## src/rtl/branch_pred_pkg.sv

```systemverilog
// Shared definitions for the branch predictor slice.
// Provides the default table size, the 2-bit saturating counter encoding,
// the RV32 control-flow opcodes that feed the update port, and a helper
// that turns a counter state into a taken/not-taken prediction.
package branch_pred_pkg;

    localparam int unsigned IDX_W_DEF = 4;

    typedef enum logic [1:0] {
        SNT = 2'b00,
        WNT = 2'b01,
        WT  = 2'b10,
        ST  = 2'b11
    } ctr_e;

    localparam logic [6:0] OPC_BRANCH = 7'b1100011;
    localparam logic [6:0] OPC_JAL    = 7'b1101111;
    localparam logic [6:0] OPC_JALR   = 7'b1100111;

    function automatic logic ctr_taken(input ctr_e c);
        return (c == WT) || (c == ST);
    endfunction

endpackage

```

## src/rtl/sat_counter2.sv

```systemverilog
// 2-bit saturating counter next-state logic.
// Ports:
//   state_i - current counter state
//   taken_i - resolved outcome (1 = taken)
//   next_o  - counter state after applying the outcome, saturating at SNT/ST
module sat_counter2
    import branch_pred_pkg::*;
(
    input  ctr_e state_i,
    input  logic taken_i,
    output ctr_e next_o
);

    always_comb begin
        next_o = state_i;
        if (taken_i) begin
            case (state_i)
                SNT:     next_o = WNT;
                WNT:     next_o = WT;
                WT:      next_o = ST;
                default: next_o = ST;
            endcase
        end else begin
            case (state_i)
                ST:      next_o = WT;
                WT:      next_o = WNT;
                WNT:     next_o = SNT;
                default: next_o = SNT;
            endcase
        end
    end

endmodule

```

## src/rtl/branch_predictor.sv

```systemverilog
// Direct-mapped branch target buffer with 2-bit saturating direction counters.
// Ports:
//   i_clk, i_rst          - clock, asynchronous active-high reset
//   i_pc_if               - fetch PC to predict
//   o_pred_taken/target   - combinational prediction and next fetch PC
//   i_upd_*               - resolved control-flow instruction from MEM
//   o_mispredict          - flush/redirect request for the resolved instruction
//   o_redirect_pc         - correct next PC for the resolved instruction
//   o_br_cnt/o_miss_cnt   - saturating update / misprediction counters
module branch_predictor
    import branch_pred_pkg::*;
#(
    parameter int unsigned IDX_W = IDX_W_DEF
) (
    input  logic        i_clk,
    input  logic        i_rst,
    input  logic [31:0] i_pc_if,
    output logic        o_pred_taken,
    output logic [31:0] o_pred_target,
    input  logic        i_upd_valid,
    input  logic [31:0] i_upd_pc,
    input  logic        i_upd_taken,
    input  logic [31:0] i_upd_target,
    input  logic        i_upd_pred_taken,
    input  logic [31:0] i_upd_pred_target,
    output logic        o_mispredict,
    output logic [31:0] o_redirect_pc,
    output logic [15:0] o_br_cnt,
    output logic [15:0] o_miss_cnt
);

    localparam int unsigned N     = 1 << IDX_W;
    localparam int unsigned TAG_W = 32 - IDX_W - 2;

    // Table kept in flops so the asynchronous reset reaches every entry.
    logic              valid_q [N];
    logic [TAG_W-1:0]  tag_q   [N];
    logic [31:0]       tgt_q   [N];
    ctr_e              ctr_q   [N];

    logic [IDX_W-1:0]  if_idx, upd_idx;
    logic [TAG_W-1:0]  if_tag, upd_tag;
    logic              if_hit, upd_hit;
    ctr_e              upd_ctr_next;

    logic              wr_en;
    logic [31:0]       wr_tgt_d;
    ctr_e              wr_ctr_d;

    logic [15:0]       br_cnt_q, br_cnt_d;
    logic [15:0]       miss_cnt_q, miss_cnt_d;

    assign if_idx  = i_pc_if[IDX_W+1:2];
    assign if_tag  = i_pc_if[31:IDX_W+2];
    assign upd_idx = i_upd_pc[IDX_W+1:2];
    assign upd_tag = i_upd_pc[31:IDX_W+2];

    // Reads see the registered table, so a same-cycle update to the same
    // index is only visible from the following cycle.
    assign if_hit  = valid_q[if_idx] && (tag_q[if_idx] == if_tag);
    assign upd_hit = valid_q[upd_idx] && (tag_q[upd_idx] == upd_tag);

    assign o_pred_taken  = if_hit && ctr_taken(ctr_q[if_idx]);
    assign o_pred_target = o_pred_taken ? tgt_q[if_idx] : i_pc_if + 32'd4;

    assign o_mispredict  = i_upd_valid &&
                           ((i_upd_taken != i_upd_pred_taken) ||
                            (i_upd_taken && i_upd_pred_taken &&
                             (i_upd_target != i_upd_pred_target)));
    assign o_redirect_pc = i_upd_taken ? i_upd_target : i_upd_pc + 32'd4;

    sat_counter2 u_sat_counter2 (
        .state_i (ctr_q[upd_idx]),
        .taken_i (i_upd_taken),
        .next_o  (upd_ctr_next)
    );

    always_comb begin
        wr_en    = 1'b0;
        wr_tgt_d = i_upd_target;
        wr_ctr_d = upd_ctr_next;
        if (i_upd_valid) begin
            if (upd_hit) begin
                wr_en = 1'b1;
                if (!i_upd_taken) begin
                    wr_tgt_d = tgt_q[upd_idx];
                end
            end else if (i_upd_taken) begin
                wr_en    = 1'b1;
                wr_ctr_d = WT;
            end
        end
    end

    always_ff @(posedge i_clk or posedge i_rst) begin
        if (i_rst) begin
            for (int unsigned i = 0; i < N; i++) begin
                valid_q[i] <= 1'b0;
                tag_q[i]   <= '0;
                tgt_q[i]   <= '0;
                ctr_q[i]   <= WNT;
            end
        end else if (wr_en) begin
            valid_q[upd_idx] <= 1'b1;
            tag_q[upd_idx]   <= upd_tag;
            tgt_q[upd_idx]   <= wr_tgt_d;
            ctr_q[upd_idx]   <= wr_ctr_d;
        end
    end

    always_comb begin
        br_cnt_d   = br_cnt_q;
        miss_cnt_d = miss_cnt_q;
        if (i_upd_valid && (br_cnt_q != '1)) begin
            br_cnt_d = br_cnt_q + 16'd1;
        end
        if (o_mispredict && (miss_cnt_q != '1)) begin
            miss_cnt_d = miss_cnt_q + 16'd1;
        end
    end

    always_ff @(posedge i_clk or posedge i_rst) begin
        if (i_rst) begin
            br_cnt_q   <= '0;
            miss_cnt_q <= '0;
        end else begin
            br_cnt_q   <= br_cnt_d;
            miss_cnt_q <= miss_cnt_d;
        end
    end

    assign o_br_cnt   = br_cnt_q;
    assign o_miss_cnt = miss_cnt_q;

endmodule

```

## config.mk

```make
export PLATFORM = sky130hd
export DESIGN_NAME = branch_predictor
export DESIGN_NICKNAME = d
export VERILOG_FILES = /design/src/rtl/branch_pred_pkg.sv /design/src/rtl/sat_counter2.sv /design/src/rtl/branch_predictor.sv
export SDC_FILE = /design/constraint.sdc
export NUM_CORES = 2
export LEC_CHECK = 0
export CAP_MARGIN = 15
export CORE_MARGIN = 4
export CORE_UTILIZATION = 45
export CTS_CLUSTER_DIAMETER = 80
export DETAILED_ROUTE_END_ITERATION = 8
export DONT_BUFFER_PORTS = 1
export GPL_ROUTABILITY_DRIVEN = 0
export SLEW_MARGIN = 0
export SYNTH_ARGS = -nofsm -noshare
export SYNTH_HDL_FRONTEND = slang
export SYNTH_SLANG_ARGS = --single-unit
```

## constraint.sdc

```tcl
create_clock -name i_clk -period 35.1 [get_ports i_clk]
set_input_delay 0 -clock i_clk [delete_from_list [all_inputs] [get_ports i_clk]]
set_output_delay 0 -clock i_clk [all_outputs]
set_load 0.005 [all_outputs]
```

==> Yosys cells after proc, flatten, opt, wreduce, memory -nomap -nowiden <==
Index checks and enable logic that the tools add are counted.
{ "word_totals": {"register_bits": 1008, "inputBits": 133, "word_cells": 148} }
{ "classes": {"n_addsub": 4, "order_cmp": 3, "n_eq_ne": 11, "n_mux": 49, "bitwise_logic": 3, "n_reduce_logical": 12} }
{ "ops": {"columns": ["cell", "n"], "rows": [
  ["$bwmux 512", 1],
  ["$bwmux 416", 1],
  ["$mux 32", 10],
  ["$bmux 32 s4", 2],
  ["$bmux 26 s4", 2],
  ["$mux 26", 5],
  ["$demux 32 s4", 1],
  ["$demux 26 s4", 1],
  ["$add 32x3->32 const B", 2],
  ["$eq 26x26->1", 2],
  ["$add 16x1->16 const B", 2],
  ["$bwmux 32", 1],
  ["$ne 16x16->1 const B", 2],
  ["$ne 32x32->1", 1],
  ["$mux 2", 9],
  ["$bmux 2 s4", 2],
  ["$or 16x16->16", 1],
  ["$ge 5x5->1 const B", 2],
  ["$not 4->5", 2],
  ["$logic_and 1x1->1", 9],
  ["$bmux 1 s4", 2],
  ["$demux 2 s4", 1],
  ["$eq 2x2->1 const B", 4],
  ["$mux 1", 8],
  ["other kinds (7)", 9]
]} }

==> Longest topological paths before layout <==
{ "logic_depth": {"depth_word": 11, "depth_mapped": 17, "ltp_nobuf": 9} }

==> Hierarchy <==
Synthesis repeated with hierarchy kept, for this count alone.
{ "hier_totals": {"cells_unflattened": 3790, "hier_area_um2": 56285.2} }
{ "by_module_without_submodules": {"columns": ["mod", "n_inst", "cells_each", "area_each_um2", "seq_area_each_um2"], "rows": [
  ["branch_predictor", 1, 3787, 56259.0, 25244.2],
  ["sat_counter2", 1, 3, 26.3, 0.0]
]} }

==> Worst setup path after synthesis <==
Ideal clock, no wire load.
{ "synth_path": {"kind": "register -> register", "start": "register tag_q[2] (netlist name)", "end": "register tgt_q[100] (netlist name)", "setup_ps": 128, "t_arrival_ps": 3314, "required_time_ps": 34972, "slack_ps": 31658, "stages_incl_launch_ff": 12, "period_less_slack_ps": 3442, "cell_sequence": "dfrtp_1 > mux4_2 > a22o_1 > a2111oi_2 > o21ai_1 > o22a_1 > or4_1 > nor3_4 > buf_6 > mux2_2 > buf_4 > mux2_1"} }
{ "synth_via": {"elab_chain_cells": 8, "word_cells_on_any_way": 10, "classes_between": "eq/ne: 1; mux: 8; reduce/logical: 1"} }
{ "synth_rtl": {"columns": ["element", "line", "rtl"], "rows": [
  ["start: declaration", "branch_predictor.sv:37", "logic [TAG_W-1:0] tag_q [N];"],
  ["start signal: indexed assignment", "branch_predictor.sv:105", "tag_q[upd_idx] <= upd_tag;"],
  ["$bmux 26 s4 *", "branch_predictor.sv:61", "assign upd_hit = valid_q[upd_idx] && (tag_q[upd_idx] == upd_tag);"],
  ["$mux 26 (implied by the code) * (2 in series)", "branch_predictor.sv:61", null],
  ["$eq 26x26->1 *", "branch_predictor.sv:61", null],
  ["$logic_and 1x1->1 *", "branch_predictor.sv:61", null],
  ["$mux 32", "branch_predictor.sv:83", "if (upd_hit) begin"],
  ["$mux 32", "branch_predictor.sv:82", "if (i_upd_valid) begin"],
  ["$bwmux 512", "branch_predictor.sv:106", "tgt_q[upd_idx] <= wr_tgt_d;"],
  ["end signal: indexed assignment", "branch_predictor.sv:106", null],
  ["end: declaration", "branch_predictor.sv:38", "logic [31:0] tgt_q [N];"]
]} }
Every way passes the cells marked *; elsewhere a longest branch is shown, timed or not. The select of a mux whose other input is x is not followed.
A chain may end at the register's enable or synchronous reset.

==> Worst setup path in the final report <==
{ "layout_path": {"start": "register tag_q[65] (netlist name)", "end": "register tgt_q[127] (netlist name)"} }
Same word-level chain as after synthesis.

==> results.sh <==
export IMPL_combPwrFrac_pct=20.0
export IMPL_grt_antenna_before_repair=18
export IMPL_seq_power_share_pct=45.0
export IMPL_power_density_nw_per_um2=56.6
export IMPL_finalCritPeriodShare_pct=16.9
export IMPL_synthDominantCellAreaShare_pct=43.7
export IMPL_yosysTopAreaCell="dfrtp_1"
export IMPL_cts_setup_buffers=0
export IMPL_required_ns=35.68
export IMPL_slowest_delay_ns=0.95
export IMPL_finalCriticalPeriod_ns=5.93
export IMPL_rows=130
export IMPL_cts_hold_buf=67
export IMPL_cts_inserted_buffers=112
export IMPL_place_ws_ns=29.11
export IMPL_synth_cell_types=77
export IMPL_cp_slowest_cell="nor2_8"
export IMPL_die_w_um=363
export IMPL_drv_slew=0
export IMPL_setup_ws_ns=29.17
export IMPL_relSlewSlack_pct=7.30
export IMPL_rsz0062_at_grt="false"
export IMPL_setup_viol=0
export IMPL_arrival_ns=6.51
export IMPL_synthToLayoutAreaGrowth_pct=8.46
export IMPL_first_pass_iters=7
export IMPL_power_internal_mw=2.53
export IMPL_end_kind="flop"
export IMPL_max_vdd_ir_drop_uv=42.1
export IMPL_path_max_fanout=41
export IMPL_clk_pin_slew_worst_paths_ns=0.06
export IMPL_cts_root_buf="clkbuf_16"
export IMPL_ys_ff_latch=1008
export IMPL_synth_edff_count=0
export IMPL_cts_sinks=1008
export IMPL_io_buffers=0
export IMPL_p_clk_share_pct=35.0
export IMPL_totalWireLength_um=190000
export IMPL_io_pin_count=231
export IMPL_ant_nets=0
export IMPL_p_sw_share_pct=27.3
export IMPL_critPathTopFamily="simple AND/OR/NAND/NOR gates"
export IMPL_grt_pass1_wl_um=274000
export IMPL_syn_nets=3955
export IMPL_place_hpwl_um=112000
export IMPL_finalNetCount=3823
export IMPL_critical_path_class="reg2reg"
export IMPL_async_flop_share_pct=100
export IMPL_path_buf_inv=2
export IMPL_power_switching_mw=0.951
export IMPL_ys_warn_count=0
export IMPL_p_leak_nw=26.1
export IMPL_ctsLongestPathBuffers=3
export IMPL_hold_viol_final=0
export IMPL_syn_area_um2=56800
export IMPL_max_freq_mhz=169
export IMPL_synth_area_leaders="dfrtp_1, mux4_2, mux2_1"
export IMPL_grt_pass1_vias=36300
export IMPL_clock_latency_ns=0.74
export IMPL_drv_cap=0
export IMPL_cts_resized_gates=0
export IMPL_seq_area_frac_synth_pct=44.5
export IMPL_initial_core_util_pct=45.3
export IMPL_tightest_slew_ns=1.39
export IMPL_tns_ns=0
export IMPL_fill_cells=10700
export IMPL_cpMostUsedCell="buf_4"
export IMPL_h_tree_depth=3
export IMPL_status="completed"
export IMPL_layout_drive_gt1_share_pct=31.2
export IMPL_layout_commonest_cell="dfrtp_1"
export IMPL_hold_path_class="in2reg"
export IMPL_viasPerCell=6.65
export IMPL_grt_usage_pct=28.8
export IMPL_overflow=0
export IMPL_die_y_um=363
export IMPL_wl_per_cell_um=35.0
export IMPL_route_detailed_drc=0
export IMPL_drt_iter0_drc=3654
export IMPL_syn_inst=3814
export IMPL_core_area_um2=125000
export IMPL_cts_tree="yes"
export IMPL_grt_max_degree=263
export IMPL_vias=36100
export IMPL_synth_area_per_cell_um2=14.9
export IMPL_cp_start_kind="flop"
export IMPL_cp_cell_sequence="mux4_2 > mux2i_1 > xor2_1 > nand3_1 > o22a_1 > or3_1 > o31a_2 > buf_4 > nor2_8 > buf_4 > mux2_1"
export IMPL_clock_skew_ns=0.0530
export IMPL_synth_ff_type="dfrtp_1"
export IMPL_dieArea_um2=132000
export IMPL_final_cell_mix="dfrtp_1, mux2_1, mux4_2, mux2_2, o21ai_0"
-- metrics by stage --
stage               std cells  power (mW)  hold slack (ns)  utilization (%)  area [um2]
detailed placement       5150        2.26           0.0929             45.5       57100
global route             5422        3.62           0.0112             49.1       61500
finish                   5427        3.49          0.00484             49.1       61600
floorplan                3814        2.10            0.108                -       56800
global placement         5149        2.24            0.103             45.5       57100
CTS                      5420        3.50          0.00122             49.1       61500
-- final cells by class --
class                           count  area (um2)  area share [%]
Multi-Input combinational cell   2415       29300            47.5
Sequential cell                  1008       25200            41.0
Clock buffer                      179        3440            5.59
Tap cell                         1650        2060            3.35
Timing Repair Buffer              112        1060            1.72
Clock inverter                     24         332           0.539
Inverter                           33         139           0.226
Antenna cell                        6        15.0          0.0244
-- registers in the layout (all words and copies together), names as in the netlist --
name	flops
valid_q	16
tag_q	416
o_miss_cnt	16
o_br_cnt	16
ctr_q	32
tgt_q	512
-- worst register-to-register path: stages, from the launching register on --
cell and delay, ns:
dfrtp_1 0.41, mux4_2 0.47, mux2i_1 0.20, xor2_1 0.44, nand3_1 0.17, o22a_1 0.23, or3_1 0.41, o31a_2 0.72
buf_4 0.53, nor2_8 0.98, buf_4 0.80, mux2_1 0.44
-- synthesized netlist by cell type, drive strengths merged, types with 3 or more instances --
cell	count
a2111oi	3
a21o	3
a21oi	13
a221oi	7
a22o	8
a22oi	28
a2bb2oi	8
a31oi	5
and2	4
and3	22
and4	4
buf	215
clkbuf	143
clkinv	7
dfrtp	992
dfstp	16
ha	8
inv	26
mux2	949
mux2i	99
mux4	533
nand2	110
nand2b	7
nand3	59
nand4	30
nand4b	3
nor2	59
nor2b	11
nor3	18
nor4	10
o211ai	5
o21ai	168
o22a	14
o22ai	5
o2bb2ai	4
o31ai	5
or2	16
or3	5
xnor2	127
xor2	37
-- per-layer routing --
layer  GRT usage, %  share of wire (%)  vias to the layer above
met2           43.2                 45                     1574
met5              0              0.036                        -
met4           9.91                3.6                       12
li1               -                  -                    14400
met3           9.49                 10                      324
met1           39.5                 41                    19800
-- cell families (layout without fill, tap and decap cells) --
logic type	after synthesis	after routing	share of synthesized area, %
flops	1008	1008	44.5
simple gates	364	364	3.46
fa+ha+maj	8	8	0.176
compound gates	298	298	3.33
mux	1581	1581	42.0
buf+inv	391	348	4.01
other cells	0	6	0
xor+xnor	164	164	2.53
-- power groups by stage --
stage | clock network [mW] | registers [mW] | logic [mW]
floorplan | 0 | 1.53 | 0.574
global placement | 0 | 1.57 | 0.666
detailed placement | 0 | 1.58 | 0.676
CTS | 1.24 | 1.56 | 0.695
global route | 1.28 | 1.60 | 0.742
finish | 1.22 | 1.57 | 0.697
-- final timing paths --
path	cells past startpoint	slack (ns)	to	start
max	11	29.17	tgt_q[127]	tag_q[65]
min	3	0.005	tgt_q[164]	i_upd_pc[4]
max reg2reg	11	29.17	tgt_q[127]	tag_q[65]
min reg2reg	2	0.46	ctr_q[24]	ctr_q[24]
max in group asynchronous	7	30.76	tag_q[185]	i_rst
min in group asynchronous	3	0.51	tgt_q[169]	i_rst
(Power assumes the default switching activity.)
